--- src/rtl/cmd_dispatch_if.sv ---
// rtl/cmd_dispatch_if.sv - USB command/completion handshake bundle for cmd_dispatch
interface cmd_dispatch_if;
    logic        i_cmd_come;
    logic [15:0] i_cmd;
    logic [31:0] i_cmd_param;
    logic        o_cmd_finish;
    logic [15:0] o_cmd_finish_code;

    modport master (
        output i_cmd_come,
        output i_cmd,
        output i_cmd_param,
        input  o_cmd_finish,
        input  o_cmd_finish_code
    );

    modport slave (
        input  i_cmd_come,
        input  i_cmd,
        input  i_cmd_param,
        output o_cmd_finish,
        output o_cmd_finish_code
    );
endinterface

--- src/rtl/cmd_dispatch.sv ---
// rtl/cmd_dispatch.sv - USB command decoder driving acquisition configuration and handshakes
module cmd_dispatch #(
    parameter logic [15:0] TIMEOUT = 16'd50000,
    parameter logic [31:0] PRF_MIN = 32'd100,
    parameter logic [13:0] SMP_MAX = 14'd8192
) (
    input  logic                i_clk_usb,
    input  logic                i_rst_n,
    cmd_dispatch_if.slave       cmd_bus,
    input  logic                i_gain_ack,
    input  logic                i_acq_idle,
    output logic [31:0]         o_prf_period,
    output logic [7:0]          o_gain,
    output logic [13:0]         o_samples,
    output logic                o_gain_req,
    output logic                o_run,
    output logic                o_busy
);

    localparam logic [15:0] OP_SET_PRF  = 16'h0001;
    localparam logic [15:0] OP_SET_GAIN = 16'h0002;
    localparam logic [15:0] OP_SET_SMP  = 16'h0003;
    localparam logic [15:0] OP_START    = 16'h0004;
    localparam logic [15:0] OP_STOP     = 16'h0005;

    localparam logic [15:0] RC_OK      = 16'h0000;
    localparam logic [15:0] RC_UNKNOWN = 16'h0001;
    localparam logic [15:0] RC_ILLEGAL = 16'h0002;
    localparam logic [15:0] RC_BUSY    = 16'h0003;
    localparam logic [15:0] RC_TIMEOUT = 16'h0004;

    typedef enum logic [2:0] {
        IDLE,
        DECODE,
        WAIT_ACK,
        WAIT_IDLE,
        FIN_LO,
        FIN_HI
    } state_t;

    state_t      state_q;
    logic        come_q;
    logic [15:0] cmd_q;
    logic [31:0] param_q;
    logic [15:0] cnt_q;
    logic        finish_q;
    logic [15:0] code_q;
    logic [31:0] prf_q;
    logic [7:0]  gain_q;
    logic [13:0] smp_q;
    logic        gain_req_q;
    logic        run_q;
    logic        busy_q;

    logic        come_edge;
    logic        cnt_expired;
    logic [15:0] dec_code;
    logic        dec_wait_ack;
    logic        dec_wait_idle;

    // Edge register resets high so a level already present at reset release is not a command
    always_ff @(posedge i_clk_usb or negedge i_rst_n) begin
        if (!i_rst_n) begin
            come_q <= 1'b1;
        end else begin
            come_q <= cmd_bus.i_cmd_come;
        end
    end

    // Decode the latched command into a result code and whether it must wait for a handshake
    always_comb begin
        come_edge     = cmd_bus.i_cmd_come & ~come_q;
        cnt_expired   = (cnt_q == (TIMEOUT - 16'd1));
        dec_code      = RC_OK;
        dec_wait_ack  = 1'b0;
        dec_wait_idle = 1'b0;
        case (cmd_q)
            OP_SET_PRF: begin
                if (run_q)                    dec_code = RC_BUSY;
                else if (param_q < PRF_MIN)   dec_code = RC_ILLEGAL;
            end
            OP_SET_GAIN: begin
                if (run_q)                           dec_code = RC_BUSY;
                else if (param_q[31:8] != 24'd0)     dec_code = RC_ILLEGAL;
                else                                 dec_wait_ack = 1'b1;
            end
            OP_SET_SMP: begin
                if (run_q)                                              dec_code = RC_BUSY;
                else if ((param_q == 32'd0) || (param_q > {18'd0, SMP_MAX})) dec_code = RC_ILLEGAL;
            end
            OP_START: begin
                if (run_q) dec_code = RC_BUSY;
            end
            OP_STOP: begin
                // Stopping an already stopped engine completes at once
                dec_wait_idle = run_q;
            end
            default: dec_code = RC_UNKNOWN;
        endcase
    end

    // Command sequencer: decode, optional handshake wait, then a 3-low/1-high finish pulse
    always_ff @(posedge i_clk_usb or negedge i_rst_n) begin
        if (!i_rst_n) begin
            state_q    <= IDLE;
            cmd_q      <= 16'd0;
            param_q    <= 32'd0;
            cnt_q      <= 16'd0;
            finish_q   <= 1'b1;
            code_q     <= RC_OK;
            prf_q      <= 32'd100000;
            gain_q     <= 8'd0;
            smp_q      <= 14'd1024;
            gain_req_q <= 1'b0;
            run_q      <= 1'b0;
            busy_q     <= 1'b0;
        end else begin
            case (state_q)
                IDLE: begin
                    if (come_edge) begin
                        cmd_q   <= cmd_bus.i_cmd;
                        param_q <= cmd_bus.i_cmd_param;
                        state_q <= DECODE;
                        busy_q  <= 1'b1;
                    end
                end
                DECODE: begin
                    cnt_q <= 16'd0;
                    if (dec_wait_ack) begin
                        // Gain is applied now; a later timeout only changes the reported code
                        gain_q     <= param_q[7:0];
                        gain_req_q <= 1'b1;
                        state_q    <= WAIT_ACK;
                    end else if (dec_wait_idle) begin
                        run_q   <= 1'b0;
                        state_q <= WAIT_IDLE;
                    end else begin
                        code_q   <= dec_code;
                        finish_q <= 1'b0;
                        state_q  <= FIN_LO;
                        if (dec_code == RC_OK) begin
                            case (cmd_q)
                                OP_SET_PRF: prf_q <= param_q;
                                OP_SET_SMP: smp_q <= param_q[13:0];
                                OP_START:   run_q <= 1'b1;
                                default:    ;
                            endcase
                        end
                    end
                end
                WAIT_ACK: begin
                    if (i_gain_ack || cnt_expired) begin
                        gain_req_q <= 1'b0;
                        code_q     <= i_gain_ack ? RC_OK : RC_TIMEOUT;
                        finish_q   <= 1'b0;
                        cnt_q      <= 16'd0;
                        state_q    <= FIN_LO;
                    end else begin
                        cnt_q <= cnt_q + 16'd1;
                    end
                end
                WAIT_IDLE: begin
                    // o_run was already cleared in DECODE and stays low on timeout
                    if (i_acq_idle || cnt_expired) begin
                        code_q   <= i_acq_idle ? RC_OK : RC_TIMEOUT;
                        finish_q <= 1'b0;
                        cnt_q    <= 16'd0;
                        state_q  <= FIN_LO;
                    end else begin
                        cnt_q <= cnt_q + 16'd1;
                    end
                end
                FIN_LO: begin
                    if (cnt_q == 16'd2) begin
                        finish_q <= 1'b1;
                        cnt_q    <= 16'd0;
                        state_q  <= FIN_HI;
                    end else begin
                        cnt_q <= cnt_q + 16'd1;
                    end
                end
                FIN_HI: begin
                    state_q <= IDLE;
                    busy_q  <= 1'b0;
                end
                default: begin
                    state_q  <= IDLE;
                    finish_q <= 1'b1;
                    busy_q   <= 1'b0;
                end
            endcase
        end
    end

    assign cmd_bus.o_cmd_finish      = finish_q;
    assign cmd_bus.o_cmd_finish_code = code_q;
    assign o_prf_period              = prf_q;
    assign o_gain                    = gain_q;
    assign o_samples                 = smp_q;
    assign o_gain_req                = gain_req_q;
    assign o_run                     = run_q;
    assign o_busy                    = busy_q;

endmodule

--- src/flat_wrapper.sv ---
// flat-port wrapper written by rule: the top's interface ports become plain ports
module cmd_dispatch_flat 
#(
    parameter logic [15:0] TIMEOUT = 16'd50000,
    parameter logic [31:0] PRF_MIN = 32'd100,
    parameter logic [13:0] SMP_MAX = 14'd8192
)
  (i_clk_usb, i_rst_n, i_gain_ack, i_acq_idle, o_prf_period, o_gain, o_samples, o_gain_req, o_run, o_busy, cmd_bus_i_cmd_come, cmd_bus_i_cmd, cmd_bus_i_cmd_param, cmd_bus_o_cmd_finish, cmd_bus_o_cmd_finish_code);
  cmd_dispatch_if cmd_bus_i ();
  input  logic i_clk_usb;
  input  logic i_rst_n;
  input  logic i_gain_ack;
  input  logic i_acq_idle;
  output logic [31:0] o_prf_period;
  output logic [7:0] o_gain;
  output logic [13:0] o_samples;
  output logic o_gain_req;
  output logic o_run;
  output logic o_busy;
  input wire logic [$bits(cmd_bus_i.i_cmd_come)-1:0] cmd_bus_i_cmd_come;
  input wire logic [$bits(cmd_bus_i.i_cmd)-1:0] cmd_bus_i_cmd;
  input wire logic [$bits(cmd_bus_i.i_cmd_param)-1:0] cmd_bus_i_cmd_param;
  output wire logic [$bits(cmd_bus_i.o_cmd_finish)-1:0] cmd_bus_o_cmd_finish;
  output wire logic [$bits(cmd_bus_i.o_cmd_finish_code)-1:0] cmd_bus_o_cmd_finish_code;
  assign cmd_bus_i.i_cmd_come = cmd_bus_i_cmd_come;
  assign cmd_bus_i.i_cmd = cmd_bus_i_cmd;
  assign cmd_bus_i.i_cmd_param = cmd_bus_i_cmd_param;
  assign cmd_bus_o_cmd_finish = cmd_bus_i.o_cmd_finish;
  assign cmd_bus_o_cmd_finish_code = cmd_bus_i.o_cmd_finish_code;
  cmd_dispatch #(.TIMEOUT(TIMEOUT), .PRF_MIN(PRF_MIN), .SMP_MAX(SMP_MAX)) u_core (.i_clk_usb(i_clk_usb), .i_rst_n(i_rst_n), .cmd_bus(cmd_bus_i), .i_gain_ack(i_gain_ack), .i_acq_idle(i_acq_idle), .o_prf_period(o_prf_period), .o_gain(o_gain), .o_samples(o_samples), .o_gain_req(o_gain_req), .o_run(o_run), .o_busy(o_busy));
endmodule
--- config.mk ---
export PLATFORM = sky130hd
export DESIGN_NAME = cmd_dispatch_flat
export DESIGN_NICKNAME = d
export VERILOG_FILES = /design/src/rtl/cmd_dispatch_if.sv /design/src/rtl/cmd_dispatch.sv /design/src/flat_wrapper.sv
export SDC_FILE = /design/constraint.sdc
export NUM_CORES = 1
export LEC_CHECK = 0
export ABC_CLOCK_PERIOD_IN_PS = 2900
export BUFFER_PORTS_ARGS = -buffer_cell sky130_fd_sc_hd__buf_2
export CAP_MARGIN = 15
export CORE_UTILIZATION = 30
export DETAILED_ROUTE_END_ITERATION = 10
export PLACE_DENSITY = 0.57
export SETUP_SLACK_MARGIN = 0.02
export SLEW_MARGIN = 20
export SYNTH_ARGS = -nofsm -noshare
export SYNTH_HDL_FRONTEND = slang
export SYNTH_SLANG_ARGS = --single-unit
--- constraint.sdc ---
create_clock -name i_clk_usb -period 2.9 [get_ports i_clk_usb]
set_input_delay 0.58 -clock i_clk_usb [delete_from_list [all_inputs] [get_ports i_clk_usb]]
set_output_delay 0.58 -clock i_clk_usb [all_outputs]
set_load 0.005 [all_outputs]
Word-level counts from Yosys, hierarchy flattened --
Index checks and enable logic that the tools add are counted.
Operators by class: add/sub/neg operators 1, magnitude comparators 2, equal/unequal tests 19, mux-type cells 43, bitwise gates (word level) 6, reduce and logical (&&, ||, !) cells 24
Operators with widths (number):
- $mux 16 | 10
- $pmux 16 s5 | 1
- $pmux 16 s4 | 1
- $eq 16x2->1 const B | 3
- $pmux 16 s3 | 1
- $eq 16x3->1 const B | 2
- $gt 32x14->1 const B | 1
- $logic_not 32->1 | 1
- $lt 32x7->1 const B | 1
- $mux 3 | 8
- $reduce_bool 24->1 | 1
- $add 16x1->16 const B | 1
- $eq 16x1->1 const B | 1
- $eq 16x16->1 const B | 1
- $logic_not 16->1 | 1
- $pmux 3 s5 | 1
- $reduce_and 5->1 | 3
- $mux 1 | 14
- $ne 2x1->1 const B | 5
- $mux 2 | 4
- $reduce_and 4->1 | 2
- $eq 3x2->1 const B | 2
- $eq 3x3->1 const B | 2
- $reduce_and 2->1 | 3
- other kinds (15) | 25
Word-level totals: register bits 142, input port bits 53, output and inout bits 74, word-level logic and storage cells 108

Logic depth before layout (Yosys ltp) --
Gate-level depths: netlist of run 1.
depth in word-level cells 8, depth in mapped cells 9, mapped depth without buffers 8

Worst setup path before layout of run 1 --
No wires, ideal clock.
kind register to register, start register u_core.cmd_q[3], end register u_core.gain_q[1], in the netlist u_core.o_gain[1], setup time 125 ps, arrival time 2065 ps, data required time 2775 ps, slack 710 ps, stages on the path, launching flop included 7, path buffers 1, period minus slack after synthesis 2190 ps, cells stage by stage dfrtp_1 nor4_2 and4_4 nand3_4 or4_4 buf_6 mux2_4
Between the ends: word-level cells in the longest chain between the ends 3
RTL lines:
- start: declaration | line cmd_dispatch.sv:43 | logic [15:0] cmd_q;
- start signal: assignment | line cmd_dispatch.sv:121 | cmd_q <= cmd_bus.i_cmd;
- $eq 16x2->1 | line cmd_dispatch.sv:77 | case (cmd_q)
- $mux 1 | line cmd_dispatch.sv:77
- $reduce_and 2->1 (no line)
- end signal: assignment | line cmd_dispatch.sv:131 | gain_q <= param_q[7:0];
- end: declaration | line cmd_dispatch.sv:49 | logic [7:0] gain_q;
Every way passes these cells. A chain may end at the register's enable or synchronous reset.

Worst setup path in the final report of run 1 --
start register u_core.cmd_q[3], end register u_core.prf_q[25], in the netlist u_core.o_prf_period[25]
Between the ends: word-level cells in the longest chain between the ends 4, elaborated cells between the ends (all ways) 12, classes of those cells eq/ne (5); mux (3); bitwise (2); reduce/logical (2)
RTL lines:
- $eq 16x3->1, or another cell as far along | line cmd_dispatch.sv:77
- $pmux 16 s5 / $mux 1 (equally long branches) | line cmd_dispatch.sv:77
- $logic_not 16->1 / $not 1->1 (equally long branches)
- $reduce_and 5->1 (no line) *
- end signal: assignment | line cmd_dispatch.sv:143 | OP_SET_PRF: prf_q <= param_q;
- end: declaration | line cmd_dispatch.sv:48 | logic [31:0] prf_q;
Mark *: on every way between the ends. The rest lies on a longest branch, timed or not.

==> results of run 1 <==
## area by class of cell
| cell class | instances | area [um^2] |
|---|---|---|
| timing repair buffer | 123 | 684 |
| clock buffer | 21 | 460 |
| sequential | 129 | 3240 |
| clock inverter | 10 | 183 |
| antenna | 1 | 2.50 |
| fill | 1813 | 11500 |
| multi-input combinational | 295 | 2330 |
| inverter | 8 | 30.0 |
| tap | 234 | 293 |
## registers in the layout, summed over array words and instances (netlist names)
register / flops
u_core.o_run: 1
u_core.cmd_bus.o_cmd_finish_code: 3
u_core.param_q: 32
u_core.cmd_q: 16
u_core.cnt_q: 16
u_core.state_q: 3
u_core.o_gain: 8
u_core.cmd_bus.o_cmd_finish: 1
u_core.o_gain_req: 1
u_core.o_prf_period: 32
u_core.o_busy: 1
u_core.o_samples: 14
u_core.come_q: 1
## layout by cell type, fill, tap and decap left out, drive strengths merged, types with 4 or more instances in the layout
cell type	Yosys	layout
inv	8	8
a21oi	12	12
nand2b	4	4
o21ai	22	22
buf	21	123
bufinv	0	5
nor4	13	13
o31ai	4	4
mux2	102	102
nand3	13	13
dfstp	9	9
nor3b	4	4
nand2	25	25
nand4	4	4
a21o	5	5
nor3	8	8
or3	4	4
and3	5	5
conb	1	13
dfrtp	120	120
clkbuf	10	21
nor2	18	18
## power by group
part | internal (uW) | switching (uW)
sequential | 2210 | 423
clock | 1560 | 751
combinational | 617 | 594
total | 4390 | 1770
## cell usage after synthesis, types with 4 or more instances
library cell / n / area share, %
dfrtp_1: 120 / 52
mux2_2: 95 / 19
nand2_1: 25 / 1.6
o21ai_0: 22 / 1.9
nor2_1: 18 / 1.2
buf_4: 14 / 1.8
a21oi_1: 12 / 1.0
nand3_1: 12 / 1.0
clkbuf_1: 10 / 0.66
nor4_1: 10 / 1.1
dfstp_2: 9 / 4.1
inv_1: 8 / 0.52
nor3_1: 8 / 0.70
mux2_4: 7 / 1.8
a21o_1: 5 / 0.66
and3_1: 5 / 0.55
buf_2: 5 / 0.44
nand2b_1: 4 / 0.44
nand4_1: 4 / 0.44
nor3b_1: 4 / 0.52
or3_1: 4 / 0.44
## logic make-up (layout without fill, tap and decap cells)
family | Yosys count | count (layout)
other | 1 | 14
and+or+nand+nor | 112 | 112
buffers and inverters | 39 | 162
AOI/OAI and AO/OA | 61 | 61
muxes | 102 | 102
xor gates and xnor gates | 5 | 5
DFF | 129 | 129
adders and majority gates | 2 | 2
## through the flow
step / worst slack, ps / total power, uW / util [%] / cells / hold WS (ps)
after global routing: 186 / 6530 / 38.6 / 820 / 216
after CTS: 259 / 6250 / 38.6 / 820 / 199
final: 332 / 6160 / 38.6 / 821 / 183
after global placement: 341 / 3830 / 35.2 / 789 / 482
after detailed placement: 281 / 3900 / 35.2 / 789 / 491
after floorplan: 710 / 3440 / - / 463 / 284
## routing by layer
layer / vias up / part of all wire (%)
met1: 1946 / 45
met4: 4 / 1.1
met2: 133 / 46
li1: 1864 / -
met5: - / 0.21
met3: 14 / 7.8
## critical path, delay by kind of cell, from the launching register on
kind                   cells  cell delay, ps
AND/OR/NAND/NOR            4            1220
AO/OA/AOI/OAI              1             220
multiplexers               1             310
flip-flops                 1             380
buffers and inverters      1             290
## how the worst max path moves through the flow
stage / end / slack [ps] / depth (start not counted)
2_1_floorplan: u_core.o_gain[1] / 710 / 6
3_3_place_gp: u_core.o_prf_period[19] / 340 / 5
3_5_place_dp: u_core.o_prf_period[18] / 280 / 6
4_1_cts: u_core.o_prf_period[11] / 260 / 6
5_1_grt: u_core.o_prf_period[19] / 190 / 7
6_report: u_core.o_prf_period[25] / 330 / 7
==> impl_metrics.yaml, run 1 <==
global_route:
  grt_pass1_vias: 4092
  grt_busiest_layer: "met2"
  grt.overflow.total: 0
  grt_pass1_wl_um: 21700
  met2_usage_pct: 22.6
  grt_max_degree: 73
  grt.total_usage_pct: 14.5
  antenna_found_initial: 3
  met1_usage_pct: 18.0
  use_met3_pct: 6.02
final_layout:
  final_area_mm2: 0.00722
  drive_gt1_share_pct: 46.4
  nets: 629
  syn_to_final_growth_pct: 26.2
detailed_routing:
  post_drt_wl_per_cell_um: 16.1
  dr.pass1.iters: 4
  num_vias: 3961
  postRouteAntennaNets: 0
  viasPerCell: 4.82
  drt_iter0_markers: 246
  route.detailed.drc: 0
  routed_wl_um: 13200
setup_path:
  cp_cell_sequence: "nor4_2 > and4_4 > nand3_1 > nor4_1 > o31ai_4 > buf_4 > mux2_2"
  cp.arrival_ps: 2870
  path_max_fanout: 26
  start_kind: "flop"
  cp-end-kind: "flop"
  required_ps: 3200
  worstSetupStartpoint: "u_core.cmd_q[3]"
  r2r_setup_slack_ps: 330
  path_class: "flop to flop"
  worstRegToRegCells: 7
  max_stage_delay_ps: 400
  timing.rr.end: "u_core.o_prf_period[25]"
  crit_slowest_cell: "nor4_1"
  r2r-start: "u_core.cmd_q[3]"
cts:
  clock_sinks: 129
  cts-htree-levels: 4
  clk_path_buf_depth: 2
  postCtsSetupBuffers: 0
  path_clk_slew_ps: 50
  ctsHoldBuffers: 0
  tritoncts: "yes"
  post_cts_resized: 0
  numCtsBuffers: 17
  cts_root_buffer: "clkbuf_16"
  clkLatencyLatePin_ps: 410
pwr:
  p_leak_uw: 0.00355
  irDropWorstVdd_mv: 0.412
  power_density_mw_per_mm2: 852
outcome:
  status: "completed"
timing:
  rsz0062_at_grt: "no"
  layout_min_cycle_time_ps: 2570
  setup_violations: 0
  clock_skew_ps: 5.95
  hold_viol_final: 0
  tns_ps: 0
  slew_viol_final: 0
  fmax_ghz: 0.389
  min_period_over_period_pct: 88.5
  slew_headroom_pct: 55.2
  worst_pin_slew_ps: 672
yosys:
  ys.warnings.count: 0
  synth_top_family_by_area: "multiplexers"
  synth_area_mm2: 0.00573
  ys_seq_area_share_pct: 56.6
  synth-compound-area-share_pct: 6.95
  async_reset_ff_share_pct: 100
  ys.flop_type: "dfrtp_1"
  ys_seq_elements: 129
  ys_types: 53
  synth_edf_count: 0
  synthAdderAreaFrac_pct: 0.437
  yosys.area_share.xor_xnor_pct: 0.765
  synthMuxAreaShare_pct: 20.5
  syn-instance-count: 451
  synthSimpleGateAreaFrac_pct: 11.0
  syn-mean-instance-area_um2: 12.7
die:
  rows: 50
  coreArea_mm2: 0.0187
  die_h_um: 140
  die_area_mm2: 0.0196
  initial_core_util_pct: 30.6
  die_width_um: 140
  ios: 127
place:
  gp_congestion: 0.818
  dpl-instance-area_mm2: 0.00658
  dp_hpwl_um: 9580
  io_buffer_count: 113
worst_hold_path:
  hold_class: "input pin to async pin"
job:
  max_cap_violations: 0
No activity file was read; power rests on OpenSTA's default activity.
==> run 2: changes to the inputs <==
- CTS_BUF_LIST: not set -> sky130_fd_sc_hd__clkbuf_8 sky130_fd_sc_hd__clkbuf_16
==> run 2 against run 1 <==
Flip-flop and latch count is the same. Global-route usage barely moved. Largest power group unchanged. Highest routed layer unchanged. Critical endpoint unchanged. Sequential share of layout area unchanged. First-iteration DRC count increased by 0.81%. Critical path type unchanged. Final cell count unchanged. Register-to-register slack is essentially flat. Clock-buffer cell count down 2. Power fell by 0.11%. Via count about the same. Clock skew is essentially flat. Worst hold slack hardly changed.
==> impl_metrics.yaml, run 2 (same netlist as run 1, synthesis figures left out) <==
cts:
  clkLatencyLatePin_ps: 410
  tritoncts: "yes"
  ctsHoldBuffers: 0
  numCtsBuffers: 17
  cts_root_buffer: "clkbuf_16"
  cts-htree-levels: 4
  post_cts_resized: 0
  path_clk_slew_ps: 50
  postCtsSetupBuffers: 0
  clock_sinks: 129
  clk_path_buf_depth: 2
global_route:
  grt.total_usage_pct: 14.5
  grt.overflow.total: 0
  antenna_found_initial: 3
  grt_pass1_wl_um: 21700
  grt_max_degree: 73
  grt_pass1_vias: 4092
die:
  initial_core_util_pct: 30.6
  coreArea_mm2: 0.0187
  die_width_um: 140
  die_h_um: 140
  ios: 127
  rows: 50
  die_area_mm2: 0.0196
place:
  gp_congestion: 0.818
  dp_hpwl_um: 9580
  io_buffer_count: 113
  dpl-instance-area_mm2: 0.00658
timing:
  layout_min_cycle_time_ps: 2570
  clock_skew_ps: 5.95
  rsz0062_at_grt: "no"
  slew_viol_final: 0
  hold_viol_final: 0
  tns_ps: 0
  setup_violations: 0
  min_period_over_period_pct: 88.6
  slew_headroom_pct: 55.2
  worst_pin_slew_ps: 672
  fmax_ghz: 0.389
final_layout:
  layout_commonest_cell: "dfrtp_1"
  drive_gt1_share_pct: 46.4
  final_area_mm2: 0.00722
  syn_to_final_growth_pct: 26.2
  final_cell_mix: "120 x dfrtp_1, 112 x buf_2, 95 x mux2_2"
  fin_util_pct: 38.6
  n_fill_cell: 1813
  nets: 629
setup_path:
  r2r_setup_slack_ps: 330
  worstRegToRegCells: 7
  cp.arrival_ps: 2870
  r2r-start: "u_core.cmd_q[3]"
  cpLargestDelayFamily: "simple AND/OR/NAND/NOR gates"
  crit_slowest_cell: "nor4_1"
  path_max_fanout: 26
  start_kind: "flop"
  timing.rr.end: "u_core.o_prf_period[25]"
  max_stage_delay_ps: 400
  cp_cell_sequence: "nor4_2 > and4_4 > nand3_1 > nor4_1 > o31ai_4 > buf_4 > mux2_2"
  required_ps: 3200
  path_class: "flop to flop"
  cp-end-kind: "flop"
  cp.buffers_inverters: 1
outcome:
  status: "completed"
detailed_routing:
  dr.pass1.iters: 4
  viasPerCell: 4.82
  postRouteAntennaNets: 0
  num_vias: 3958
  post_drt_wl_per_cell_um: 16.1
  drt_iter0_markers: 248
  routed_wl_um: 13200
  route.detailed.drc: 0
pwr:
  pwr-share-seq_pct: 42.8
  sw_frac_of_total_pct: 28.8
  p_int_uw: 4380
  irDropWorstVdd_mv: 0.412
  p_leak_uw: 0.00356
  power_density_mw_per_mm2: 851
  switchingPower_uw: 1770
  p_comb_share_pct: 19.7
  power_frac_clock_pct: 37.5
worst_hold_path:
  hold_class: "input pin to async pin"
job:
  max_cap_violations: 0
run 2: cell count changes in the layout (fill, tap and decap cells not counted):
| cell | delta |
|---|---|
| clkbuf_1 | -2 |
| inv_1 | +2 |
run 2: power by group through the flow:
stage / Sequential (uW) / Combinational [uW] / Clock [uW]
floorplan: 2480 / 954 / 0
global placement: 2640 / 1190 / 0
detailed placement: 2670 / 1230 / 0
CTS: 2640 / 1230 / 2370
global route: 2700 / 1370 / 2460
finish: 2630 / 1210 / 2310
run 2: final cells by class:
cell class                 count  area, um^2  area share [%]
clock inverter                12         190            2.63
tap                          234         293            4.05
sequential                   129        3240            44.8
inverter                       8        30.0           0.416
timing repair buffer         123         684            9.47
antenna                        1        2.50          0.0346
clock buffer                  19         453            6.27
multi-input combinational    295        2330            32.3
run 2: worst max path at each step:
stage                              endpoint  depth (start not counted)                from  slack [ps]
global route        u_core.o_prf_period[19]                          7     u_core.cmd_q[3]         190
finish              u_core.o_prf_period[25]                          7     u_core.cmd_q[3]         330
CTS                 u_core.o_prf_period[11]                          6  u_core.param_q[26]         260
global placement    u_core.o_prf_period[19]                          5   u_core.param_q[8]         340
detailed placement  u_core.o_prf_period[18]                          6  u_core.param_q[26]         280
floorplan                  u_core.o_gain[1]                          6     u_core.cmd_q[3]         710
run 2: worst register-to-register path: stages (launching register included):
cell     delay (ps)
dfrtp_1         380
nor4_2          380
and4_4          340
nand3_1         110
nor4_1          400
o31ai_4         220
buf_4           300
mux2_2          330
run 2: per-stage QoR:
| step | hold slack (ps) | setup slack (ps) | cells | total power (uW) |
|---|---|---|---|---|
| 5_1_grt | 216 | 185 | 820 | 6520 |
| 3_3_place_gp | 482 | 341 | 789 | 3830 |
| 4_1_cts | 199 | 259 | 820 | 6250 |
| 2_1_floorplan | 284 | 710 | 463 | 3440 |
| 6_report | 183 | 332 | 821 | 6150 |
| 3_5_place_dp | 491 | 281 | 789 | 3900 |
run 2: layer usage:
metal	wire [um]	track usage, %	share of wire [%]
met5	28	0	0.21
met4	144	5.44	1.1
met3	1030	6.02	7.8
met2	6100	22.6	46
met1	5890	18.0	45
